**src/rtl/panda_dbus_arbiter_pkg.sv**
```systemverilog
// panda_dbus_arbiter_pkg
//   Shared definitions for the two-master AXI-Lite data bus arbiter:
//   FSM state encoding (3-bit) and AXI response codes.
package panda_dbus_arbiter_pkg;

    typedef enum logic [2:0] {
        IDLE  = 3'd0,
        RD_A  = 3'd1,
        RD_D  = 3'd2,
        WR_AW = 3'd3,
        WR_B  = 3'd4
    } arb_state_t;

    localparam logic [1:0] RESP_OKAY   = 2'b00;
    localparam logic [1:0] RESP_SLVERR = 2'b10;
    localparam logic [1:0] RESP_DECERR = 2'b11;

    // True for either error response coming back from the bridge.
    function automatic logic resp_is_err(input logic [1:0] resp);
        return (resp == RESP_SLVERR) || (resp == RESP_DECERR);
    endfunction

endpackage

```
**src/rtl/panda_dbus_arbiter_rr_arbiter_2.sv**
```systemverilog
// rr_arbiter_2
//   Two-requester round-robin grant logic.
//   Ports:
//     clk, rst   system clock, async active-high reset
//     i_req[1:0] request per requester
//     i_en       commit the current winner into the round-robin state
//     o_gnt[1:0] one-hot combinational winner (00 when nobody requests)
//   The requester that did not win last time has priority. r_last resets
//   to 1 so requester 0 wins the first contention.
module rr_arbiter_2 (
    input  logic       clk,
    input  logic       rst,
    input  logic [1:0] i_req,
    input  logic       i_en,
    output logic [1:0] o_gnt
);

    logic r_last;
    logic [1:0] w_gnt;

    always_comb begin
        w_gnt = 2'b00;
        if (r_last) begin
            if (i_req[0])      w_gnt = 2'b01;
            else if (i_req[1]) w_gnt = 2'b10;
        end else begin
            if (i_req[1])      w_gnt = 2'b10;
            else if (i_req[0]) w_gnt = 2'b01;
        end
    end

    always_ff @(posedge clk or posedge rst) begin
        if (rst)
            r_last <= 1'b1;
        else if (i_en && (|i_req))
            r_last <= w_gnt[1];
    end

    assign o_gnt = w_gnt;

endmodule

```
**src/rtl/panda_dbus_arbiter.sv**
```systemverilog
// panda_dbus_arbiter
//   Shares one AXI-Lite slave path (the AXI-APB bridge) between master 0
//   (core data bus) and master 1 (DMA / debug). Whole transactions are
//   granted round-robin; only one read or write is outstanding at a time.
//   Ports:
//     clk, rst        system clock, async active-high reset
//     s0_axi_*        AXI-Lite slave port for master 0
//     s1_axi_*        AXI-Lite slave port for master 1
//     m_axi_*         AXI-Lite master port toward the bridge (prot tied 0)
//     grant[1:0]      one-hot owner of the current transaction, 00 idle
//     busy            high whenever the FSM is not in IDLE
module panda_dbus_arbiter
    import panda_dbus_arbiter_pkg::*;
#(
    parameter int addr_width       = 32,
    parameter int data_width       = 32,
    parameter int simulation_delay = 0
) (
    input  logic                    clk,
    input  logic                    rst,
    // master 0
    input  logic [addr_width-1:0]   s0_axi_araddr,
    input  logic                    s0_axi_arvalid,
    output logic                    s0_axi_arready,
    output logic [data_width-1:0]   s0_axi_rdata,
    output logic [1:0]              s0_axi_rresp,
    output logic                    s0_axi_rvalid,
    input  logic                    s0_axi_rready,
    input  logic [addr_width-1:0]   s0_axi_awaddr,
    input  logic                    s0_axi_awvalid,
    output logic                    s0_axi_awready,
    input  logic [data_width-1:0]   s0_axi_wdata,
    input  logic [data_width/8-1:0] s0_axi_wstrb,
    input  logic                    s0_axi_wvalid,
    output logic                    s0_axi_wready,
    output logic [1:0]              s0_axi_bresp,
    output logic                    s0_axi_bvalid,
    input  logic                    s0_axi_bready,
    // master 1
    input  logic [addr_width-1:0]   s1_axi_araddr,
    input  logic                    s1_axi_arvalid,
    output logic                    s1_axi_arready,
    output logic [data_width-1:0]   s1_axi_rdata,
    output logic [1:0]              s1_axi_rresp,
    output logic                    s1_axi_rvalid,
    input  logic                    s1_axi_rready,
    input  logic [addr_width-1:0]   s1_axi_awaddr,
    input  logic                    s1_axi_awvalid,
    output logic                    s1_axi_awready,
    input  logic [data_width-1:0]   s1_axi_wdata,
    input  logic [data_width/8-1:0] s1_axi_wstrb,
    input  logic                    s1_axi_wvalid,
    output logic                    s1_axi_wready,
    output logic [1:0]              s1_axi_bresp,
    output logic                    s1_axi_bvalid,
    input  logic                    s1_axi_bready,
    // toward the bridge
    output logic [addr_width-1:0]   m_axi_araddr,
    output logic [2:0]              m_axi_arprot,
    output logic                    m_axi_arvalid,
    input  logic                    m_axi_arready,
    input  logic [data_width-1:0]   m_axi_rdata,
    input  logic [1:0]              m_axi_rresp,
    input  logic                    m_axi_rvalid,
    output logic                    m_axi_rready,
    output logic [addr_width-1:0]   m_axi_awaddr,
    output logic [2:0]              m_axi_awprot,
    output logic                    m_axi_awvalid,
    input  logic                    m_axi_awready,
    output logic [data_width-1:0]   m_axi_wdata,
    output logic [data_width/8-1:0] m_axi_wstrb,
    output logic                    m_axi_wvalid,
    input  logic                    m_axi_wready,
    input  logic [1:0]              m_axi_bresp,
    input  logic                    m_axi_bvalid,
    output logic                    m_axi_bready,
    // status
    output logic [1:0]              grant,
    output logic                    busy
);

    arb_state_t r_state, w_state_nxt;
    logic [1:0] r_grant;
    logic       r_aw_done, r_w_done;

    logic [1:0] w_req, w_win;
    logic       w_win_aw, w_sel;
    logic       w_in_rd_a, w_in_rd_d, w_in_wr_aw, w_in_wr_b;
    logic       w_ar_hs, w_r_hs, w_aw_hs, w_w_hs, w_b_hs, w_wr_addr_data_done;

    // Register updates carry no simulation delay in this implementation;
    // the parameter is kept so existing instantiations still elaborate.
    logic w_unused_sim_delay;
    assign w_unused_sim_delay = (simulation_delay != 0);

    assign w_req = {s1_axi_arvalid | s1_axi_awvalid,
                    s0_axi_arvalid | s0_axi_awvalid};

    rr_arbiter_2 u_rr (
        .clk   (clk),
        .rst   (rst),
        .i_req (w_req),
        .i_en  (r_state == IDLE),
        .o_gnt (w_win)
    );

    // Write wins over read within the winning master.
    assign w_win_aw = w_win[1] ? s1_axi_awvalid : s0_axi_awvalid;

    assign w_sel      = r_grant[1];
    assign w_in_rd_a  = (r_state == RD_A);
    assign w_in_rd_d  = (r_state == RD_D);
    assign w_in_wr_aw = (r_state == WR_AW);
    assign w_in_wr_b  = (r_state == WR_B);

    // ---------------- forwarding toward the bridge ----------------
    assign m_axi_arprot  = 3'b000;
    assign m_axi_awprot  = 3'b000;
    assign m_axi_araddr  = w_sel ? s1_axi_araddr : s0_axi_araddr;
    assign m_axi_arvalid = w_in_rd_a & (w_sel ? s1_axi_arvalid : s0_axi_arvalid);
    assign m_axi_rready  = w_in_rd_d & (w_sel ? s1_axi_rready : s0_axi_rready);
    assign m_axi_awaddr  = w_sel ? s1_axi_awaddr : s0_axi_awaddr;
    assign m_axi_wdata   = w_sel ? s1_axi_wdata  : s0_axi_wdata;
    assign m_axi_wstrb   = w_sel ? s1_axi_wstrb  : s0_axi_wstrb;
    // Each of AW/W is presented only until its own handshake.
    assign m_axi_awvalid = w_in_wr_aw & ~r_aw_done & (w_sel ? s1_axi_awvalid : s0_axi_awvalid);
    assign m_axi_wvalid  = w_in_wr_aw & ~r_w_done  & (w_sel ? s1_axi_wvalid  : s0_axi_wvalid);
    assign m_axi_bready  = w_in_wr_b & (w_sel ? s1_axi_bready : s0_axi_bready);

    assign w_ar_hs = m_axi_arvalid & m_axi_arready;
    assign w_r_hs  = m_axi_rready  & m_axi_rvalid;
    assign w_aw_hs = m_axi_awvalid & m_axi_awready;
    assign w_w_hs  = m_axi_wvalid  & m_axi_wready;
    assign w_b_hs  = m_axi_bready  & m_axi_bvalid;
    assign w_wr_addr_data_done = (r_aw_done | w_aw_hs) & (r_w_done | w_w_hs);

    // ---------------- responses back to the owner ----------------
    assign s0_axi_arready = r_grant[0] & w_in_rd_a & m_axi_arready;
    assign s1_axi_arready = r_grant[1] & w_in_rd_a & m_axi_arready;
    assign s0_axi_awready = r_grant[0] & w_in_wr_aw & ~r_aw_done & m_axi_awready;
    assign s1_axi_awready = r_grant[1] & w_in_wr_aw & ~r_aw_done & m_axi_awready;
    assign s0_axi_wready  = r_grant[0] & w_in_wr_aw & ~r_w_done & m_axi_wready;
    assign s1_axi_wready  = r_grant[1] & w_in_wr_aw & ~r_w_done & m_axi_wready;

    assign s0_axi_rdata  = m_axi_rdata;
    assign s1_axi_rdata  = m_axi_rdata;
    assign s0_axi_rvalid = r_grant[0] & w_in_rd_d & m_axi_rvalid;
    assign s1_axi_rvalid = r_grant[1] & w_in_rd_d & m_axi_rvalid;
    assign s0_axi_rresp  = (r_grant[0] & w_in_rd_d) ? m_axi_rresp : RESP_OKAY;
    assign s1_axi_rresp  = (r_grant[1] & w_in_rd_d) ? m_axi_rresp : RESP_OKAY;
    assign s0_axi_bvalid = r_grant[0] & w_in_wr_b & m_axi_bvalid;
    assign s1_axi_bvalid = r_grant[1] & w_in_wr_b & m_axi_bvalid;
    assign s0_axi_bresp  = (r_grant[0] & w_in_wr_b) ? m_axi_bresp : RESP_OKAY;
    assign s1_axi_bresp  = (r_grant[1] & w_in_wr_b) ? m_axi_bresp : RESP_OKAY;

    assign grant = r_grant;
    assign busy  = (r_state != IDLE);

    // ---------------- FSM ----------------
    always_ff @(posedge clk or posedge rst) begin
        if (rst) r_state <= IDLE;
        else     r_state <= w_state_nxt;
    end

    always_comb begin
        w_state_nxt = r_state;
        case (r_state)
            IDLE:    if (|w_req)              w_state_nxt = w_win_aw ? WR_AW : RD_A;
            RD_A:    if (w_ar_hs)             w_state_nxt = RD_D;
            RD_D:    if (w_r_hs)              w_state_nxt = IDLE;
            WR_AW:   if (w_wr_addr_data_done) w_state_nxt = WR_B;
            WR_B:    if (w_b_hs)              w_state_nxt = IDLE;
            default:                          w_state_nxt = IDLE;
        endcase
    end

    // Grant is latched when leaving IDLE and dropped on the way back.
    always_ff @(posedge clk or posedge rst) begin
        if (rst) begin
            r_grant   <= 2'b00;
            r_aw_done <= 1'b0;
            r_w_done  <= 1'b0;
        end else begin
            if (r_state == IDLE)
                r_grant <= w_win;
            else if (w_state_nxt == IDLE)
                r_grant <= 2'b00;

            if (w_in_wr_aw) begin
                if (w_wr_addr_data_done) begin
                    r_aw_done <= 1'b0;
                    r_w_done  <= 1'b0;
                end else begin
                    r_aw_done <= r_aw_done | w_aw_hs;
                    r_w_done  <= r_w_done  | w_w_hs;
                end
            end
        end
    end

endmodule
```
**config.mk**
```make
export PLATFORM = sky130hd
export DESIGN_NAME = panda_dbus_arbiter
export DESIGN_NICKNAME = d
export VERILOG_FILES = /design/src/rtl/panda_dbus_arbiter_pkg.sv /design/src/rtl/panda_dbus_arbiter_rr_arbiter_2.sv /design/src/rtl/panda_dbus_arbiter.sv
export SDC_FILE = /design/constraint.sdc
export NUM_CORES = 1
export LEC_CHECK = 0
export ABC_AREA = 0
export CORE_AREA = 2 2 175 177
export CTS_CLUSTER_SIZE = 25
export DETAILED_ROUTE_END_ITERATION = 6
export DIE_AREA = 0 0 177 179
export DONT_BUFFER_PORTS = 1
export GPL_ROUTABILITY_DRIVEN = 0
export HOLD_SLACK_MARGIN = 0.05
export PLACE_DENSITY_LB_ADDON = 0.08
export RECOVER_POWER = 25
export SKIP_CTS_REPAIR_TIMING = 1
export SYNTH_ARGS = -nofsm -noshare
export SYNTH_HDL_FRONTEND = slang
export SYNTH_SLANG_ARGS = --single-unit
```
**constraint.sdc**
```tcl
create_clock -name clk -period 1.89 [get_ports clk]
set_clock_uncertainty 0.05 [all_clocks]
set_input_delay 0.567 -clock clk [delete_from_list [all_inputs] [get_ports clk]]
set_output_delay 0.567 -clock clk [all_outputs]
set_load 0.05 [all_outputs]
```
## Yosys cells after proc, flatten, opt, wreduce, memory -nomap -nowiden

Index checks and enable logic that the tools add are counted.

| word-level totals | value |
|---|---|
| bits in registers | 8 |
| output and inout bits | 196 |
| word-level logic and storage cells | 86 |

| operators by class | value |
|---|---|
| equal/unequal tests | 4 |
| mux-type cells | 30 |
| bitwise gates (word level) | 41 |
| reductions and logical operators | 6 |

Operators by type and width:

| cell | number |
|---|---|
| $mux W32 | 3 |
| $and A1 B1 Y1 | 35 |
| $mux W2 | 11 |
| $mux W3 | 5 |
| $pmux W3 S5 | 1 |
| $mux W1 | 9 |
| $eq A3 B2 Y1 const B | 2 |
| $logic_not A3 Y1 | 2 |
| $mux W4 | 1 |
| $or A1 B1 Y1 | 4 |
| $eq A3 B1 Y1 const B | 1 |
| $eq A3 B3 Y1 const B | 1 |
| $reduce_bool A3 Y1 | 1 |
| $not A1 Y1 | 2 |
| $reduce_bool A2 Y1 | 1 |
| $reduce_or A2 Y1 | 1 |
| $logic_and A1 B1 Y1 | 1 |

## Depth between registers and ports, before layout

Gate-level depths: netlist of run 1.

| logic depth | value |
|---|---|
| depth in word-level cells | 11 |
| depth in mapped cells | 6 |
| depth with buffers taken out | 5 |

## Modules after synthesis

A second synthesis of run 1 with hierarchy kept.

| unflattened totals | value |
|---|---|
| cell total of the unflattened synthesis | 279 |
| area, all modules | 2462.4 µm² |

Modules (own cells, without submodules):

| module | instances | cells each | area each (µm²) | sequential area each (µm²) |
|---|---|---|---|---|
| panda_dbus_arbiter | 1 | 272 | 2402.3 | 175.2 |
| rr_arbiter_2 | 1 | 7 | 60.1 | 26.3 |

## Worst setup path after synthesis of run 1

OpenSTA, ideal clock, no wires.

| timing path | value |
|---|---|
| path kind | reg2out |
| start | register r_grant[1], in the netlist grant[1] |
| end | output port m_axi_wvalid |
| arrival time | 2086 ps |
| data required time | 1273 ps |
| slack | -813 ps |
| cell stages (with the launch flop) | 4 |
| path buffers | 1 |
| path through | dfrtp_1 buf_4 mux2i_1 nor3_1 |

| between the ends | value |
|---|---|
| longest elaborated chain between the ends | 2 |

Ends and longest elaborated chain:

| item | RTL line | source |
|---|---|---|
| start: declaration | panda_dbus_arbiter.sv:83 | `logic [1:0] r_grant;` |
| start signal: assignment | panda_dbus_arbiter.sv:185 | `r_grant <= w_win;` |
| $mux W1 | panda_dbus_arbiter.sv:127 | `assign m_axi_wvalid = w_in_wr_aw & ~r_w_done & (w_sel ? s1_axi_wvalid : s0_axi_wvalid);` |
| $and A1 B1 Y1 | panda_dbus_arbiter.sv:127 |  |
| end: declaration | panda_dbus_arbiter.sv:72 | `output logic m_axi_wvalid,` |

No other way between the ends.

## Final worst setup path of run 1

| timing path | value |
|---|---|
| start | register r_grant[1], in the netlist grant[1] |
| end | output port m_axi_wdata[31] |

| between the ends | value |
|---|---|
| longest elaborated chain between the ends | 1 |

Ends and longest elaborated chain:

| item | RTL line | source |
|---|---|---|
| $mux W32 | panda_dbus_arbiter.sv:123 | `assign m_axi_wdata = w_sel ? s1_axi_wdata : s0_axi_wdata;` |
| end: declaration | panda_dbus_arbiter.sv:70 | `output logic [data_width-1:0] m_axi_wdata,` |

No other way between the ends.

==> results of run 1 <==
[path summary, 6_finish.rpt]
| kind | from | end | cells past startpoint |
|---|---|---|---|
| max in group asynchronous | rst | u_rr.r_last$_DFFE_PP1P_ | 1 |
| min in group clk | m_axi_arready | r_state[1]$_DFF_PP0_ | 2 |
| min | rst | grant[1]$_DFFE_PP0P_ | 1 |
| max | grant[1]$_DFFE_PP0P_ | m_axi_wdata[31] | 3 |
| max reg2reg | grant[1]$_DFFE_PP0P_ | r_state[0]$_DFF_PP0_ | 6 |
| min reg2reg | u_rr.r_last$_DFFE_PP1P_ | u_rr.r_last$_DFFE_PP1P_ | 2 |
[flip-flops by register name, summed over array words and instances, names as in the netlist]
signal       count
u_rr.r_last      1
r_w_done         1
r_aw_done        1
r_state          3
grant            2
[metal layers]
metal  routed length (um)  track usage [%]
met4                   58            0.551
met1                 4710             6.54
met2                 6400             10.8
met3                 1050             1.74
met5                    0                0
[power groups by stage]
stage                     sequential (uW)  clock [uW]  combinational, uW
final                                 405         358               5800
after global routing                  425         387               6090
after CTS                             376         371               4970
after detailed placement              378           0               4950
after global placement                377           0               4990
after floorplan                       409           0               4500
[logic make-up (layout without fill, tap and decap cells)]
logic type | Yosys count | count (layout)
simple gates | 54 | 54
compound gates | 18 | 18
buf+inv | 86 | 57
flops | 8 | 8
mux | 105 | 105
other cells | 1 | 6
[cells in the final DEF (no fill, tap or decap), types with 3 or more instances in the layout]
cell	n
dfrtp_1	4
a21oi_1	3
buf_6	8
nand2_1	5
mux2_2	30
nor2_4	10
and3_4	10
clkbuf_16	6
a31oi_1	3
nand2_4	4
buf_4	19
conb_1	6
mux2_4	73
buf_12	18
nor2_1	7
[metrics by stage]
stage	hold WS (ns)	setup slack (ns)	setup TNS, ns	util (%)
detailed placement	0.397	-0.0966	-0.377	10.2
floorplan	0.332	-0.141	-12.78	-
finish	0.138	-0.263	-23.48	12.2
global placement	0.396	-0.0399	-0.186	10.2
global route	0.168	-0.290	-28.71	12.2
CTS	0.155	-0.348	-26.35	10.4
[layout make-up]
type | count | area [um2] | share of cell area (%)
Multi-Input combinational cell | 183 | 2140 | 58.4
Clock buffer | 4 | 78.8 | 2.16
Timing Repair Buffer | 50 | 723 | 19.8
Inverter | 3 | 13.8 | 0.377
Sequential cell | 8 | 208 | 5.68
Tap cell | 396 | 495 | 13.6
==> results.yml, run 1 <==
status:
  outcome: "complete, but fails checks"
  failed_checks: "setup timing"
floorplanning:
  coreArea_mm2: 0.0300
  die_w_um: 177
  die_h_um: 179
  die-area_mm2: 0.0317
  initial_core_util_pct: 8.05
  rows: 64
  ioPinCount: 449
finish:
  fillers: 3401
  area_growth_syn_to_layout_pct: 51.3
  n_antenna_cell: 0
  fin_area_mm2: 0.00365
  drive_gt1_share_pct: 81.0
  final_cells: 644
  fin_nets: 502
power:
  p_seq_share_pct: 6.2
  p_sw_share_pct: 59.7
  power_switching_uw: 3920
  ir_worst_vdd_v: 0.000399
  power.leakage_uw: 0.00142
  p_total_uw: 6570
  p_comb_share_pct: 88.4
  powerDensity_mw_per_mm2: 1800
  clkPwrFrac_pct: 5.5
  intPower_uw: 2640
grt:
  grt_max_degree: 58
  antenna_found_initial: 0
  grt_pass1_vias: 1867
  gr-total-overflow: 0
  grt.total_usage_pct: 5.73
  grt_pass1_wl_um: 13200
setup_path:
  cp_cell_sequence: "buf_4 > clkbuf_16 > mux2_4"
  critical_path_arrival_ns: 1.54
  crit_path_end_kind: "output port"
  worstPathMaxFanout: 12
  critPathMaxStageDelay_ns: 0.53
  path_class: "flop to output port"
  rrSetupSlack_ns: 0.12
  start_kind: "flop"
  cp_slowest_cell: "dfrtp_4"
  crit_buf_inv: 2
  crit_family: "flip-flops"
  worstPathRequired_ns: 1.27
logic_synthesis:
  synth_cell_types: 35
  synth-seq-cells: 8
  synth_compound_area_share_pct: 5.85
  synth_area_per_cell_um2: 8.88
  synth-seq-area-share_pct: 8.34
  synth_top_family_by_area: "multiplexers"
  synth_simple_gate_area_share_pct: 11.5
  yosys-top-cells-count: "mux2_2 (80), buf_4 (74), mux2_1 (23)"
  async_flop_share_pct: 100
  netlist_top_cells_area: "mux2_2 (37%), buf_4 (23%), mux2_1 (11%)"
  synth-main-ff-cell: "dfrtp_1"
  ys.warnings.count: 0
  synth_edf_count: 0
  synth_top_area_share_pct: 37.3
  netlist_area_mm2: 0.00242
  synth_fa_ha_area_share_pct: 0
  yosys.area.top_type: "mux2_2"
  yosysMostFrequentCell: "mux2_2"
  synthMuxAreaShare_pct: 48.8
  netlist_instances: 272
  yosys.area_share.xor_xnor_pct: 0
clock_tree:
  h-tree-depth: 1
  clockBufferDepth: 2
  cts_buffers: 3
  worstSkewPairLatency_ns: 0.23
  root_buffer: "clkbuf_16"
  cts_tree: "built"
  cts.clk_slew.worst_paths_ns: 0.04
  cts_sinks: 8
route:
  drc: 0
  drt_pass1_iterations: 4
  wl_um: 12200
  drt-initial-drc-count: 62
  drtAntennaViolNets: 0
  viasPerCell: 3.05
  num_vias: 1965
  wl_per_cell_um: 19.0
sta:
  setup_slack_ns: -0.263
  finalMaxSlewViolations: 0
  max_freq_mhz: 464
  rsz0062_at_grt: "true"
  period_share_pct: 114
  layout_min_cycle_time_ns: 2.15
  setup_viol: 124
  hold_viol_final: 0
flow_run:
  drv_cap: 0
placement:
  postPlaceCellArea_mm2: 0.00306
  portBuffers: 0
  placed_cells: 627
  hpwl_um: 9810
hold_path:
  holdCritPathClass: "input pin to asynchronous set/reset pin"
(Power assumes the default switching activity.)
==> inputs of run 2 (changes only) <==
- clock period: 1.89 -> 2.6 ns (I/O delays scaled with it)
==> run 2 against run 1 <==
Compared with the run above:
- the flow now finishes without violations
- non-clock buffer count increased by 4
- sequential power is 24% lower
- die area did not move
- combinational power fell by 42%
==> results.yml, run 2 (synthesis gave the netlist of run 1 again) <==
status:
  outcome: "complete, no violations"
flow_run:
  drv_cap: 0
setup_path:
  cp_cell_sequence: "mux2_1 > and3_1"
  path_class: "flop to output port"
  worstPathRequired_ns: 1.77
  ff2ff_path_depth: 5
  rrSetupSlack_ns: 0.75
  crit_path_end_kind: "output port"
  worstReg2RegEnd: "r_state[2]$_DFF_PP0_"
  start_kind: "flop"
  r2r-start: "grant[1]$_DFFE_PP0P_"
  critical_path_arrival_ns: 1.67
  worstPathMaxFanout: 11
  critPathMaxStageDelay_ns: 0.59
  crit_buf_inv: 0
  cp_slowest_cell: "dfrtp_4"
  worstSetupStartpoint: "grant[1]$_DFFE_PP0P_"
  crit_family: "flip-flops"
finish:
  area_growth_syn_to_layout_pct: 22.2
  regMostFlops: "r_state"
  drive_gt1_share_pct: 59.1
  final_common_cell: "mux2_2"
  final_cells: 651
  fin_nets: 506
  multiInputGateArea_mm2: 0.00164
  fin_area_mm2: 0.00295
  layout_common_cells: "mux2_2 (80), buf_4 (46), mux2_1 (23), nor2_1 (16), and3_1 (11)"
  largest_register_ffs: 3
  ff_latch_area_um2: 205
  fillers: 3478
route:
  viasPerCell: 2.96
  drt-initial-drc-count: 36
  wl_per_cell_um: 19.1
  wl_um: 12400
  num_vias: 1929
  drc: 0
  drt_pass1_iterations: 4
  drtAntennaViolNets: 0
sta:
  layout_min_cycle_time_ns: 2.50
  maxSlewHeadroom_pct: 64.3
  rsz0062_at_grt: "false"
  holdWs_ns: 0.347
  period_share_pct: 96.0
  worst_slew_pin_slew_ns: 0.537
  hold_viol_final: 0
  setup_viol: 0
  finalMaxSlewViolations: 0
  max_freq_mhz: 400
placement:
  placed_cells: 643
  postPlaceCellArea_mm2: 0.00282
  hpwl_um: 11200
  portBuffers: 0
clock_tree:
  worstSkewPairLatency_ns: 0.23
  cts_tree: "built"
  cts_buffers: 3
  h-tree-depth: 1
  clockBufferDepth: 2
  root_buffer: "clkbuf_16"
  cts.clk_slew.worst_paths_ns: 0.04
  cts_sinks: 8
grt:
  grt_pass1_wl_um: 14700
  grt_pass1_vias: 1962
  grt.total_usage_pct: 6.66
  antenna_found_initial: 4
  gr-total-overflow: 0
  grt_max_degree: 68
floorplanning:
  die-area_mm2: 0.0317
  die_h_um: 179
  ioPinCount: 449
  die_w_um: 177
  rows: 64
  coreArea_mm2: 0.0300
  initial_core_util_pct: 8.05
power:
  power.leakage_uw: 0.00106
  ir_worst_vdd_v: 0.000428
  powerDensity_mw_per_mm2: 1330
hold_path:
  holdCritPathClass: "input pin to asynchronous set/reset pin"
## run 2: cell count changes in the layout (fill, tap and decap cells not counted), moves of 8 or more
cell    previous run  this run
mux2_2            30        80
buf_6              8         0
and3_4            10         0
mux2_4            73         0
and3_1             0        11
nor2_1             7        16
mux2_1             0        23
buf_12            18         6
nor2_4            10         0
buf_4             19        46
## run 2: layout make-up
type / count / area share [%]
Multi-Input combinational cell: 183 / 55.4
Timing Repair Buffer: 54 / 17.5
Tap cell: 396 / 16.8
Sequential cell: 8 / 6.95
Clock buffer: 4 / 2.67
Inverter: 3 / 0.382
Antenna cell: 3 / 0.254
## run 2: worst max path at each step
stage                     end  depth (start not counted)
2_1_floorplan  s1_axi_arready                          4
3_3_place_gp     m_axi_bready                          2
3_5_place_dp     m_axi_wvalid                          4
4_1_cts          m_axi_wvalid                          4
5_1_grt         s1_axi_rvalid                          5
6_report         m_axi_bready                          2
## run 2: layer usage
metal	share of wire, %	vias to the layer above	track usage (%)	routed length, um
met5	0	-	0	0
met4	0.16	0	0.551	20
met3	13	4	3.18	1590
met2	52	193	12.3	6490
met1	35	878	7.11	4310
li1	-	854	-	-
## run 2: worst reg2reg max path, stage by stage, from the launching register on
cell and delay, ns:
dfrtp_4 0.58, buf_16 0.24, mux2i_2 0.33, o21ba_1 0.23, nor2_1 0.09, a32o_1 0.21
## run 2: stage by stage
| stage | utilization [%] | total power [uW] | TNS (ns) | setup WS [ns] |
|---|---|---|---|---|
| floorplan | - | 3270 | 0 | 0.0821 |
| global placement | 9.40 | 3670 | 0 | 0.230 |
| detailed placement | 9.40 | 3650 | 0 | 0.225 |
| CTS | 9.67 | 3930 | -0.0215 | -0.0215 |
| global route | 9.81 | 4130 | 0 | 0.00514 |
| finish | 9.83 | 3930 | 0 | 0.103 |
## run 2: power by group
group | total (uW) | switching, uW | internal [uW]
sequential | 306 | 113 | 193
clock | 262 | 58.1 | 204
combinational | 3360 | 2400 | 966
total | 3930 | 2570 | 1360
==> inputs of run 3 (changes only) <==
- CORE_AREA: 2 2 175 177 -> 2 2 177 179
- DIE_AREA: 0 0 177 179 -> 0 0 179 181
- SYNTH_HIERARCHICAL: unset -> 1
==> run 3 against run 2 <==
Compared with the run above:
- flip-flop and latch count stayed put
- first-iteration DRC count is 50% higher
- die area is 2.3% higher
- critical endpoint unchanged
- global-route usage is 0.78 points lower
- highest routed layer is now met5
- critical path type unchanged
==> results.yml, run 3 <==
logic_synthesis:
  synth_top_area_share_pct: 47.6
  async_flop_share_pct: 100
  yosys-top-cells-count: "mux2_2 (104), buf_4 (70), and3_1 (18)"
  synth-main-ff-cell: "dfrtp_1"
  synth_cell_types: 37
  netlist_instances: 279
  netlist_area_mm2: 0.00246
  synth-seq-cells: 8
  synth_edf_count: 0
  synth_area_per_cell_um2: 8.83
  yosysMostFrequentCell: "mux2_2"
  yosys.area.top_type: "mux2_2"
  synth-seq-area-share_pct: 8.18
  netlist_top_cells_area: "mux2_2 (48%), buf_4 (21%), dfrtp_1 (7.1%)"
  ys.warnings.count: 6
power:
  power_switching_uw: 2380
  power.leakage_uw: 0.00105
  ir_worst_vdd_v: 0.000235
  p_comb_share_pct: 84.8
  p_seq_share_pct: 7.4
  clkPwrFrac_pct: 7.9
  intPower_uw: 1240
  p_sw_share_pct: 65.8
  powerDensity_mw_per_mm2: 1190
clock_tree:
  worstSkewPairLatency_ns: 0.24
  root_buffer: "clkbuf_16"
  cts_buffers: 3
  cts.clk_slew.worst_paths_ns: 0.04
  h-tree-depth: 1
  cts_tree: "built"
  cts_sinks: 8
  clockBufferDepth: 2
setup_path:
  worstReg2RegEnd: "grant[1]$_DFFE_PP0P_"
  ff2ff_path_depth: 5
  worstPathRequired_ns: 1.77
  critical_path_arrival_ns: 1.70
  crit_path_end_kind: "output port"
  rrSetupSlack_ns: 0.36
  worstPathMaxFanout: 51
  r2r-start: "grant[1]$_DFFE_PP0P_"
  path_class: "flop to output port"
  start_kind: "flop"
finish:
  final_util_pct: 9.99
  drive_gt1_share_pct: 63.9
  final_cells: 629
  largest_register_ffs: 3
  fin_nets: 487
  area_growth_syn_to_layout_pct: 23.2
  layout_common_cells: "mux2_2 (103), buf_12 (23), and3_1 (18), inv_1 (8), nor2_1 (7)"
  final_common_cell: "mux2_2"
  regMostFlops: "r_state"
  n_antenna_cell: 0
grt:
  gr-total-overflow: 0
  grt_max_degree: 52
  grt_pass1_vias: 1957
  grt.total_usage_pct: 5.88
  antenna_found_initial: 1
  grt_pass1_wl_um: 13800
status:
  outcome: "complete, no violations"
sta:
  finalMaxSlewViolations: 0
  hold_viol_final: 0
  max_freq_mhz: 395
  rsz0062_at_grt: "true"
  layout_min_cycle_time_ns: 2.53
  holdWs_ns: 0.359
  maxSlewHeadroom_pct: 61.6
  setup_viol: 0
  worst_slew_pin_slew_ns: 0.576
  period_share_pct: 97.4
route:
  drt_pass1_iterations: 4
  drtAntennaViolNets: 0
  wl_um: 10800
  num_vias: 1957
  wl_per_cell_um: 17.2
  drt-initial-drc-count: 54
  drc: 0
  viasPerCell: 3.11
floorplanning:
  die_w_um: 179
  die-area_mm2: 0.0324
  coreArea_mm2: 0.0303
  initial_core_util_pct: 8.11
  die_h_um: 181
  ioPinCount: 449
  rows: 64
placement:
  hpwl_um: 9720
  portBuffers: 0
  placed_cells: 625
flow_run:
  drv_cap: 0
hold_path:
  holdCritPathClass: "input pin to asynchronous set/reset pin"
-- run 3: changes by cell type after synthesis, moves of 4 or more --
cell	before	now
inv_1	2	8
nand2_1	10	5
nor2_1	17	9
mux2_1	23	0
and3_1	11	18
buf_4	74	70
mux2_2	80	104
-- run 3: worst max-delay path by stage --
stage                         startpoint                to  slack, ns  cells past startpoint
floorplan           grant[0]$_DFFE_PP0P_    s0_axi_arready      -0.05                      2
global placement    r_state[0]$_DFF_PP0_   s0_axi_rresp[0]       0.27                      4
detailed placement  grant[1]$_DFFE_PP0P_  m_axi_araddr[27]       0.28                      3
CTS                 grant[1]$_DFFE_PP0P_  m_axi_araddr[27]       0.03                      3
global route        grant[1]$_DFFE_PP0P_      m_axi_wvalid      -0.02                      4
finish              grant[1]$_DFFE_PP0P_      m_axi_bready       0.07                      4
-- run 3: logic make-up (layout without fill, tap and decap cells) --
| kind of cell | Yosys count | after routing | share of synthesized area (%) |
|---|---|---|---|
| flops | 8 | 8 | 8.18 |
| compound gates | 21 | 21 | 6.00 |
| buf+inv | 94 | 43 | 25.9 |
| other cells | 1 | 6 | 0.152 |
| mux | 106 | 106 | 48.6 |
| simple gates | 49 | 49 | 11.2 |
-- run 3: worst max-delay path, stage by stage, from the launching register on --
cell and delay, ns:
dfrtp_4 0.44, buf_16 0.23, mux2_2 0.39, and2_1 0.18, buf_12 0.15
-- run 3: power by group through the flow --
stage               clock [uW]  combinational, uW  sequential [uW]
finish                     285               3060              266
global route               297               3220              276
CTS                        289               3080              263
detailed placement           0               3070              264
global placement             0               3100              264
floorplan                    0               2810              267
-- run 3: through the flow --
stage / worst slack, ns / instance area [um2] / power (uW) / TNS (ns)
after global placement: 0.269 / 2930 / 3360 / 0
after detailed placement: 0.283 / 2930 / 3330 / 0
after floorplan: -0.0522 / 2510 / 3070 / -0.0522
final: 0.0675 / 3030 / 3620 / 0
after CTS: 0.0269 / 3010 / 3630 / 0
after global routing: -0.0155 / 3030 / 3800 / -0.0155
-- run 3: final cells by class --
class	instances	area (um2)
fillers	3494	27300
repair buffers	31	544
flip-flops and latches	8	205
inverters	8	30.0
well taps	396	495
clock buffers	4	78.8
multi-input cells	182	1680
-- run 3: routing by layer --
metal  wire length (um)  track usage (%)
met3               1200             1.75
met4                210             1.82
met2               5650             11.2
met1               3750             6.09
met5                 13                0
